<file path="src/rtl/pacman_video_pkg.sv">
// Shared video definitions for the pacman display path: item codes,
// the transparent palette index, the colour palette and pipeline sideband types.
package pacman_video_pkg;

   localparam logic [1:0] ITEM_NONE   = 2'd0;
   localparam logic [1:0] ITEM_DOT    = 2'd1;
   localparam logic [1:0] ITEM_PELLET = 2'd2;

   localparam logic [3:0] TRANSPARENT_IDX = 4'd0;

   typedef struct packed {
      logic [7:0] r;
      logic [7:0] g;
      logic [7:0] b;
   } rgb_t;

   // Per-pixel control that travels alongside the ROM reads.
   typedef struct packed {
      logic [1:0] sel;
      logic [1:0] item;
      logic       hsync;
      logic       vsync;
      logic       blank_n;
   } sideband_t;

   localparam sideband_t SIDEBAND_RESET = '{sel: 2'b00, item: ITEM_NONE,
                                            hsync: 1'b1, vsync: 1'b1, blank_n: 1'b0};

   localparam logic [23:0] PALETTE [16] = '{
      24'h000000, 24'hFF0000, 24'hDEDEFF, 24'hFFB8AE,
      24'hFFB8FF, 24'h00FFFF, 24'h47B8FF, 24'hFFB851,
      24'hFFFF00, 24'h2121FF, 24'h00FF00, 24'h47B8AE,
      24'hFFB8DE, 24'hDE9751, 24'hFFFFFF, 24'h808080
   };

endpackage

</file>
<file path="src/rtl/sync_delay_line.sv">
// Fixed-depth register chain with a configurable reset value, used to keep
// timing and control bits aligned with the ROM read pipeline.
module sync_delay_line #(
   parameter int               WIDTH     = 1,
   parameter int               DEPTH     = 1,
   parameter logic [WIDTH-1:0] RESET_VAL = '0
) (
   input  logic             i_clk,
   input  logic             i_rst_n,
   input  logic [WIDTH-1:0] i_d,
   output logic [WIDTH-1:0] o_q
);

   logic [WIDTH-1:0] stages [DEPTH];

   always_ff @(posedge i_clk or negedge i_rst_n) begin
      if (!i_rst_n) begin
         for (int i = 0; i < DEPTH; i++) stages[i] <= RESET_VAL;
      end else begin
         stages[0] <= i_d;
         for (int i = 1; i < DEPTH; i++) stages[i] <= stages[i-1];
      end
   end

   assign o_q = stages[DEPTH-1];

endmodule

</file>
<file path="src/rtl/vga_pixel_compositor.sv">
// Issues tile/item/sprite ROM reads, resolves layer priority and pellet blink,
// maps palette indices to RGB and keeps sync/blank aligned with the colour.
module vga_pixel_compositor
   import pacman_video_pkg::*;
#(
   parameter int LATENCY   = 3,
   parameter int BLINK_BIT = 4
) (
   input  logic        i_clk,
   input  logic        i_rst_n,
   input  logic [1:0]  i_mem_select,
   input  logic [7:0]  i_address_map,
   input  logic [7:0]  i_address_char,
   input  logic [1:0]  i_address_item,
   input  logic [5:0]  i_tile_offset,
   input  logic [5:0]  i_char_offset,
   input  logic        i_hsync,
   input  logic        i_vsync,
   input  logic        i_blank_n,
   input  logic        i_frame_start,
   input  logic        i_blink_en,
   output logic [13:0] o_tile_rom_addr,
   output logic [13:0] o_char_rom_addr,
   output logic [7:0]  o_item_rom_addr,
   input  logic [3:0]  i_tile_rom_data,
   input  logic [3:0]  i_char_rom_data,
   input  logic [3:0]  i_item_rom_data,
   output logic [7:0]  o_r,
   output logic [7:0]  o_g,
   output logic [7:0]  o_b,
   output logic        o_hsync,
   output logic        o_vsync,
   output logic        o_blank_n
);

   sideband_t  sb_in;
   sideband_t  sb_s1;
   logic [5:0] frame_cnt;
   logic       pellet_visible;
   logic       item_shown;
   logic [3:0] pal_idx;
   rgb_t       pix_rgb;

   always_ff @(posedge i_clk or negedge i_rst_n) begin
      if (!i_rst_n) begin
         o_tile_rom_addr <= '0;
         o_char_rom_addr <= '0;
         o_item_rom_addr <= '0;
      end else begin
         o_tile_rom_addr <= {i_address_map, i_tile_offset};
         o_char_rom_addr <= {i_address_char, i_char_offset};
         o_item_rom_addr <= {i_address_item, i_tile_offset};
      end
   end

   assign sb_in = '{sel: i_mem_select, item: i_address_item,
                    hsync: i_hsync, vsync: i_vsync, blank_n: i_blank_n};

   // Two sideband stages line up with address register + ROM latency;
   // the output register below supplies the final stage.
   sync_delay_line #(
      .WIDTH    ($bits(sideband_t)),
      .DEPTH    (LATENCY - 1),
      .RESET_VAL(SIDEBAND_RESET)
   ) u_sideband (
      .i_clk  (i_clk),
      .i_rst_n(i_rst_n),
      .i_d    (sb_in),
      .o_q    (sb_s1)
   );

   always_ff @(posedge i_clk or negedge i_rst_n) begin
      if (!i_rst_n)           frame_cnt <= '0;
      else if (i_frame_start) frame_cnt <= frame_cnt + 6'd1;
   end

   always_comb begin
      pal_idx        = TRANSPARENT_IDX;
      pellet_visible = (sb_s1.item != ITEM_PELLET) || !i_blink_en || !frame_cnt[BLINK_BIT];
      item_shown     = sb_s1.sel[0] && pellet_visible &&
                       ((sb_s1.item == ITEM_DOT) || (sb_s1.item == ITEM_PELLET)) &&
                       (i_item_rom_data != TRANSPARENT_IDX);
      // A transparent sprite pixel never falls through to the map layer unless sel[0] is set.
      if (sb_s1.sel[1] && (i_char_rom_data != TRANSPARENT_IDX)) pal_idx = i_char_rom_data;
      else if (item_shown)                                      pal_idx = i_item_rom_data;
      else if (sb_s1.sel[0])                                    pal_idx = i_tile_rom_data;
      pix_rgb = sb_s1.blank_n ? rgb_t'(PALETTE[pal_idx]) : '0;
   end

   always_ff @(posedge i_clk or negedge i_rst_n) begin
      if (!i_rst_n) begin
         o_r       <= '0;
         o_g       <= '0;
         o_b       <= '0;
         o_hsync   <= 1'b1;
         o_vsync   <= 1'b1;
         o_blank_n <= 1'b0;
      end else begin
         o_r       <= pix_rgb.r;
         o_g       <= pix_rgb.g;
         o_b       <= pix_rgb.b;
         o_hsync   <= sb_s1.hsync;
         o_vsync   <= sb_s1.vsync;
         o_blank_n <= sb_s1.blank_n;
      end
   end

endmodule

</file>
<file path="config.mk">
export PLATFORM = sky130hd
export DESIGN_NAME = vga_pixel_compositor
export DESIGN_NICKNAME = d
export VERILOG_FILES = /design/src/rtl/pacman_video_pkg.sv /design/src/rtl/sync_delay_line.sv /design/src/rtl/vga_pixel_compositor.sv
export SDC_FILE = /design/constraint.sdc
export NUM_CORES = 1
export LEC_CHECK = 0
export BUFFER_PORTS_ARGS = -buffer_cell sky130_fd_sc_hd__buf_2
export CORE_MARGIN = 4
export CORE_UTILIZATION = 44
export CTS_BUF_LIST = sky130_fd_sc_hd__clkbuf_4 sky130_fd_sc_hd__clkbuf_8
export DETAILED_ROUTE_END_ITERATION = 6
export PLACE_DENSITY = 0.78
export SYNTH_ARGS = -nofsm -noshare
export SYNTH_HDL_FRONTEND = slang
export SYNTH_SLANG_ARGS = --single-unit
</file>
<file path="constraint.sdc">
create_clock -name i_clk -period 2.32 [get_ports i_clk]
set_clock_uncertainty 0.2 [all_clocks]
set_input_delay 0.464 -clock i_clk [delete_from_list [all_inputs] [get_ports i_clk]]
set_output_delay 0.464 -clock i_clk [all_outputs]
set_load 0.05 [all_outputs]
</file>
; ---- Yosys cells after proc, flatten, opt, wreduce, memory -nomap -nowiden
; Memories as Yosys holds them, arrays and structs flattened.
; Index checks and enable logic that the tools add are counted.
; Widths: inputs -> output; s select.
[word_totals]
in_bits = 51
ff_bits = 83
out_inout_bits = 63
ramBits = 0
elab_cells = 36
latchBits = 0
romBits = 384
memories = 1
[memory_table]
columns = name, words, width, read_ports, rd_clocked_by_memory_dff, write_ports, line_no
row1 = (name not given), 16, 24, 1, 0, 0, vga_pixel_compositor.sv:87  ; pix_rgb = sb_s1.blank_n ? rgb_t'(PALETTE[pal_idx]) : '0;
[op_classes]
add_sub_neg = 1
eq_ne = 3
magnitude_cmp = 1
bitwise = 1
div = 0
mux = 6
shifts = 0
n_reduce_logical = 11
multipliers = 0
[ops]
columns = op, n
row1 = $mux 24, 3
row2 = $mux 4, 3
row3 = $reduce_bool 4->1, 2
row4 = $add 6x1->6 const B, 1
row5 = $ge 5x5->1 const B, 1
row6 = $not 4->5, 1
row7 = $logic_and 1x1->1, 4
row8 = $logic_or 1x1->1, 3
row9 = $eq 2x1->1 const B, 1
row10 = $eq 2x2->1 const B, 1
row11 = $logic_not 1->1, 2
row12 = $ne 2x2->1 const B, 1

; ---- Depth between registers and ports, before layout
[depth]
word_depth = 13
ltp_mapped = 11
depth_no_buf = 10

; ---- Cells and area by module
; Synthesis repeated with hierarchy kept, for this count alone.
[unflattened]
hier_cells = 199
area_unflattened_um2 = 2741.4
[by_module_without_submodules]
columns = mod, seq_area_each_um2, area_each_um2, instances, cells_each
row1 = vga_pixel_compositor, 1378.8, 2333.5, 1, 178
row2 = sync_delay_line, 355.3, 407.9, 1, 21

; ---- Least setup slack after synthesis
; OpenSTA, ideal clock, no wires.
[synth_path]
path_kind = input -> register
from = input port i_item_rom_data[0]
to = register o_r[6]
setup_ns = 0.094
required_time_ns = 2.026
path_buffers = 1
stages = 9
t_arrival_ns = 2.380
slack_ns = -0.354
cell_sequence = or4_1 and3_4 o211a_1 buf_2 ha_1 inv_1 a211oi_1 a211oi_1 a211oi_1
[synth_between]
elab_chain_len = 9
[synth_lines]
columns = item, line_no
row1 = start: declaration, vga_pixel_compositor.sv:27  ; input logic [3:0] i_item_rom_data,
row2 = $reduce_bool 4->1, vga_pixel_compositor.sv:82  ; (i_item_rom_data != TRANSPARENT_IDX);
row3 = $logic_and 1x1->1, vga_pixel_compositor.sv:81  ; ((sb_s1.item == ITEM_DOT) || (sb_s1.item == ITEM_PELLET)) &&
row4 = $mux 4 (*), vga_pixel_compositor.sv:85  ; else if (item_shown) pal_idx = i_item_rom_data;
row5 = $mux 4 (*), vga_pixel_compositor.sv:84  ; if (sb_s1.sel[1] && (i_char_rom_data != TRANSPARENT_IDX)) pal_idx = i_char_rom_data;
row6 = $not 4->5 (implied by the code) (*), vga_pixel_compositor.sv:87
row7 = $mem_v2 16x24 (*), --
row8 = $mux 24 (implied by the code) (*) (2 in a row), vga_pixel_compositor.sv:87
row9 = $mux 24 (*), vga_pixel_compositor.sv:87
row10 = end signal: assignment, vga_pixel_compositor.sv:99  ; o_r <= pix_rgb.r;
row11 = end: declaration, vga_pixel_compositor.sv:28  ; output logic [7:0] o_r,
; Every way passes the cells marked *; elsewhere a longest branch is shown, timed or not. The select of a mux whose other input is x is not followed.
; A chain may end at the register's enable or synchronous reset.

==> results.md <==
* Run status: finished, violations left
* Failing checks: setup timing
* GRT Max-Usage Layer: met2
* Place WS at -393 ps
* Seq/Total Area, Yosys at 63.8%
* EDFF count, synth at 0
* Crit path max fanout at 6
* Worst hold path cell count at 1
* Relative slew slack at 62.3%
* Area grow syn2layout at 47.3%
* Final hold slack at 24.6 ps
* DRC errors left at 0
* Clk_lat worst skew at 340 ps
* RSZ-0062 raised after global routing: yes
* Core Footprint at 5680 sq um
* Peak VDD IR at 0.500 mV
* Req. time, crit path at 2320 ps
* Met2 Use GR at 27.8%
* Top_reg_cell synth: dfrtp_1
* Post-synth ARST share at 100%
* Pre-Repair DR Iteration Count at 4
* Fin crit share at 102%
* Fin nets at 393
* Mapped Cells at 192
* Pin count of the biggest net entering global routing at 36
* Root buf cell: clkbuf_8
* Net Count, Synth at 252
* Initial DRC count at 74
* Critical Path AT at 2350 ps
* Reg2reg end: o_g[2]$_DFF_PN0_
* CP Launch Type: register
* Number of synthesized register bits at 67
* H-tree levels at 3
* Initial antenna violation count at 0
* Num CTS Buffers at 9
* Die Area at 7310 sq um
* Critical R2R Launch: u_sideband.o_q[4]$_DFF_PN0_
* Layout cells sized above 1 at 63.9%
* Vias/cell at 4.98
* Grt ovf at 0
* Minimum clock period after layout at 2360 ps
* Setup CP Type: reg2reg
* Number of diodes at 0
* Std-Cell Rows at 27
* Hold EP: o_char_rom_addr[13]$_DFF_PN0_
* Placed cell area at 3460 sq um
* Top-count cell post-synth: dfrtp_1
* Antenna Nets Post-Route at 0
* Crit path capture type: register
* Worst hold start: i_address_char[7]
* Drt wl/cell at 14.8 um
* TritonCTS Sinks at 67
* MaxCap Viol Count at 0
* Worst-margin pin slew at 564 ps
* GPL Wtd Cong at 0.889
* Final Max Slew Viols at 0
* Vias in the first global route at 2097
* Leakage power at 1.90 nW
* Synth top area share at 57.8%
* Worst Hold Class: in2reg
* Port Buffers at 113
* Largest area contributor in the synthesized netlist: dfrtp_1
* Max clock buf depth at 2
* Synth Area per Inst at 13.8 sq um
* Total track usage at 16.6%
* Clock transition at the registers of the reported paths at 70 ps
* Critical path, cell by cell: ha_1 > and2b_1 > and3_4 > o211a_4 > inv_6 > ha_2 > buf_4 > mux2i_2 > a221oi_2
* Die width at 85.5 um
* Finished Cell Area at 3890 sq um
* Worst R2R Setup Slack at -40 ps
* Fmax at 424 MHz
* CTS tree: built
* Die height at 85.5 um
* Yosys warns at 0
* Final Hold Fails at 0
* Wirelength, routed at 6.07 mm
* I/O pins at 114
* R2R cell count at 9
* First-pass GRT wire length at 9.52 mm
* Final setup violation count at 7
* Setup WS post-layout at -36.4 ps
* Synth cell count leaders: dfrtp_1 (61), buf_4 (17), a21oi_1 (11), ha_1 (9), mux2i_1 (9)
* Post-Syn Area at 2640 sq um
* Yosys cell types at 40
* PD cells at 819 nW/um^2
* Max stage delay cell, worst path: dfrtp_1
* Initial Util at 46.5%
* Met3 Usage GRT at 5.73%
* Grt met1 use at 18.9%
* DR vias at 2042
* CP max stage delay at 370 ps
* DP Wirelength at 4.35 mm
* Top area cells in the synthesized netlist: dfrtp_1 (58%), dfstp_2 (6.0%), buf_4 (4.8%), ha_1 (4.3%), mux2i_1 (3.4%)
[worst max path at each step]
stage / startpoint / slack [ps] / cells after the start / endpoint
6_report: u_sideband.o_q[4]$_DFF_PN0_ / -40 / 9 / o_g[2]$_DFF_PN0_
5_1_grt: u_sideband.o_q[4]$_DFF_PN0_ / -140 / 9 / o_g[2]$_DFF_PN0_
4_1_cts: u_sideband.o_q[3]$_DFF_PN0_ / -20 / 10 / o_r[5]$_DFF_PN0_
3_5_place_dp: i_item_rom_data[0] / -390 / 9 / o_r[6]$_DFF_PN0_
3_3_place_gp: i_item_rom_data[0] / -340 / 9 / o_r[6]$_DFF_PN0_
2_1_floorplan: i_item_rom_data[0] / -140 / 7 / o_r[6]$_DFF_PN0_
[power by group]
group	internal, mW	switching (mW)	leakage [nW]
Combinational	0.342	0.616	1.02
Clock	0.455	0.418	0.0901
Sequential	1.29	0.0640	0.793
Total	2.09	1.10	1.90
[logic make-up after synthesis]
| family | Yosys count | share of synthesized area (%) |
|---|---|---|
| DFF | 67 | 63.8 |
| muxes | 12 | 4.83 |
| AOI/OAI and AO/OA | 40 | 12.6 |
| and+or+nand+nor | 28 | 5.64 |
| adders and majority gates | 9 | 4.26 |
| buffers and inverters | 31 | 7.25 |
| xor gates and xnor gates | 5 | 1.66 |
[through the flow]
step | power, mW | TNS, ps | cells | utilization [%]
floorplan | 2.00 | -1350 | 192 | -
global placement | 2.22 | -4930 | 384 | 61.0
detailed placement | 2.25 | -5740 | 384 | 61.0
CTS | 3.17 | -28.0 | 403 | 66.1
global route | 3.35 | -1750 | 410 | 68.5
finish | 3.19 | -111 | 410 | 68.5
[layout make-up]
cell class	instances	area (sq um)
sequential	67	1680
tap	72	90.1
inverter	8	42.5
timing repair buffer	153	916
clock inverter	3	23.8
multi-input combinational	94	973
fill	421	1790
clock buffer	13	160
[state kept, by name, summed over array words and instances, names as in the netlist]
name and count:
o_hsync 1, o_item_rom_addr 6, o_b 5, o_r 5
u_sideband.stages 7, o_char_rom_addr 14, o_g 7, frame_cnt 5
o_vsync 1, o_tile_rom_addr 8, u_sideband.o_q 7, o_blank_n 1
[what timing repair did]
action	in CTS	in global routing
setup endpoints to repair	17	17
resized for setup	17	18
pin swaps	10	8
cloned	0	1
setup buffers	3	5
hold buffers	1	1
endpoints found under the hold margin	19	1
[layer usage]
layer / share of wire, % / routed length, um
met5: 0 / 0
met4: 1.4 / 84
met3: 9.1 / 552
met2: 51 / 3120
met1: 38 / 2320
[cells in the final DEF (no fill, tap or decap), types with 3 or more instances in the layout]
cell type,instances
buf_2,114
dfrtp_1,61
buf_4,29
clkbuf_8,10
a21oi_1,9
nand2_1,7
a211oi_2,6
dfstp_2,6
buf_6,6
nand4_1,5
a221oi_2,5
mux2i_1,5
inv_1,4
mux2i_2,4
xnor2_1,4
ha_1,4
ha_4,4
nand3_1,3
nor3_1,3
clkbuf_4,3
[critical path: cells and delay by family (launching register included)]
family / cells / cell delay [ps]
AO/OA/AOI/OAI: 2 / 340
adder cells (fa/ha/maj): 2 / 470
buffers and inverters: 2 / 210
flip-flops: 1 / 370
multiplexers: 1 / 180
AND/OR/NAND/NOR: 2 / 450
Power figures use the tool's default switching activity.
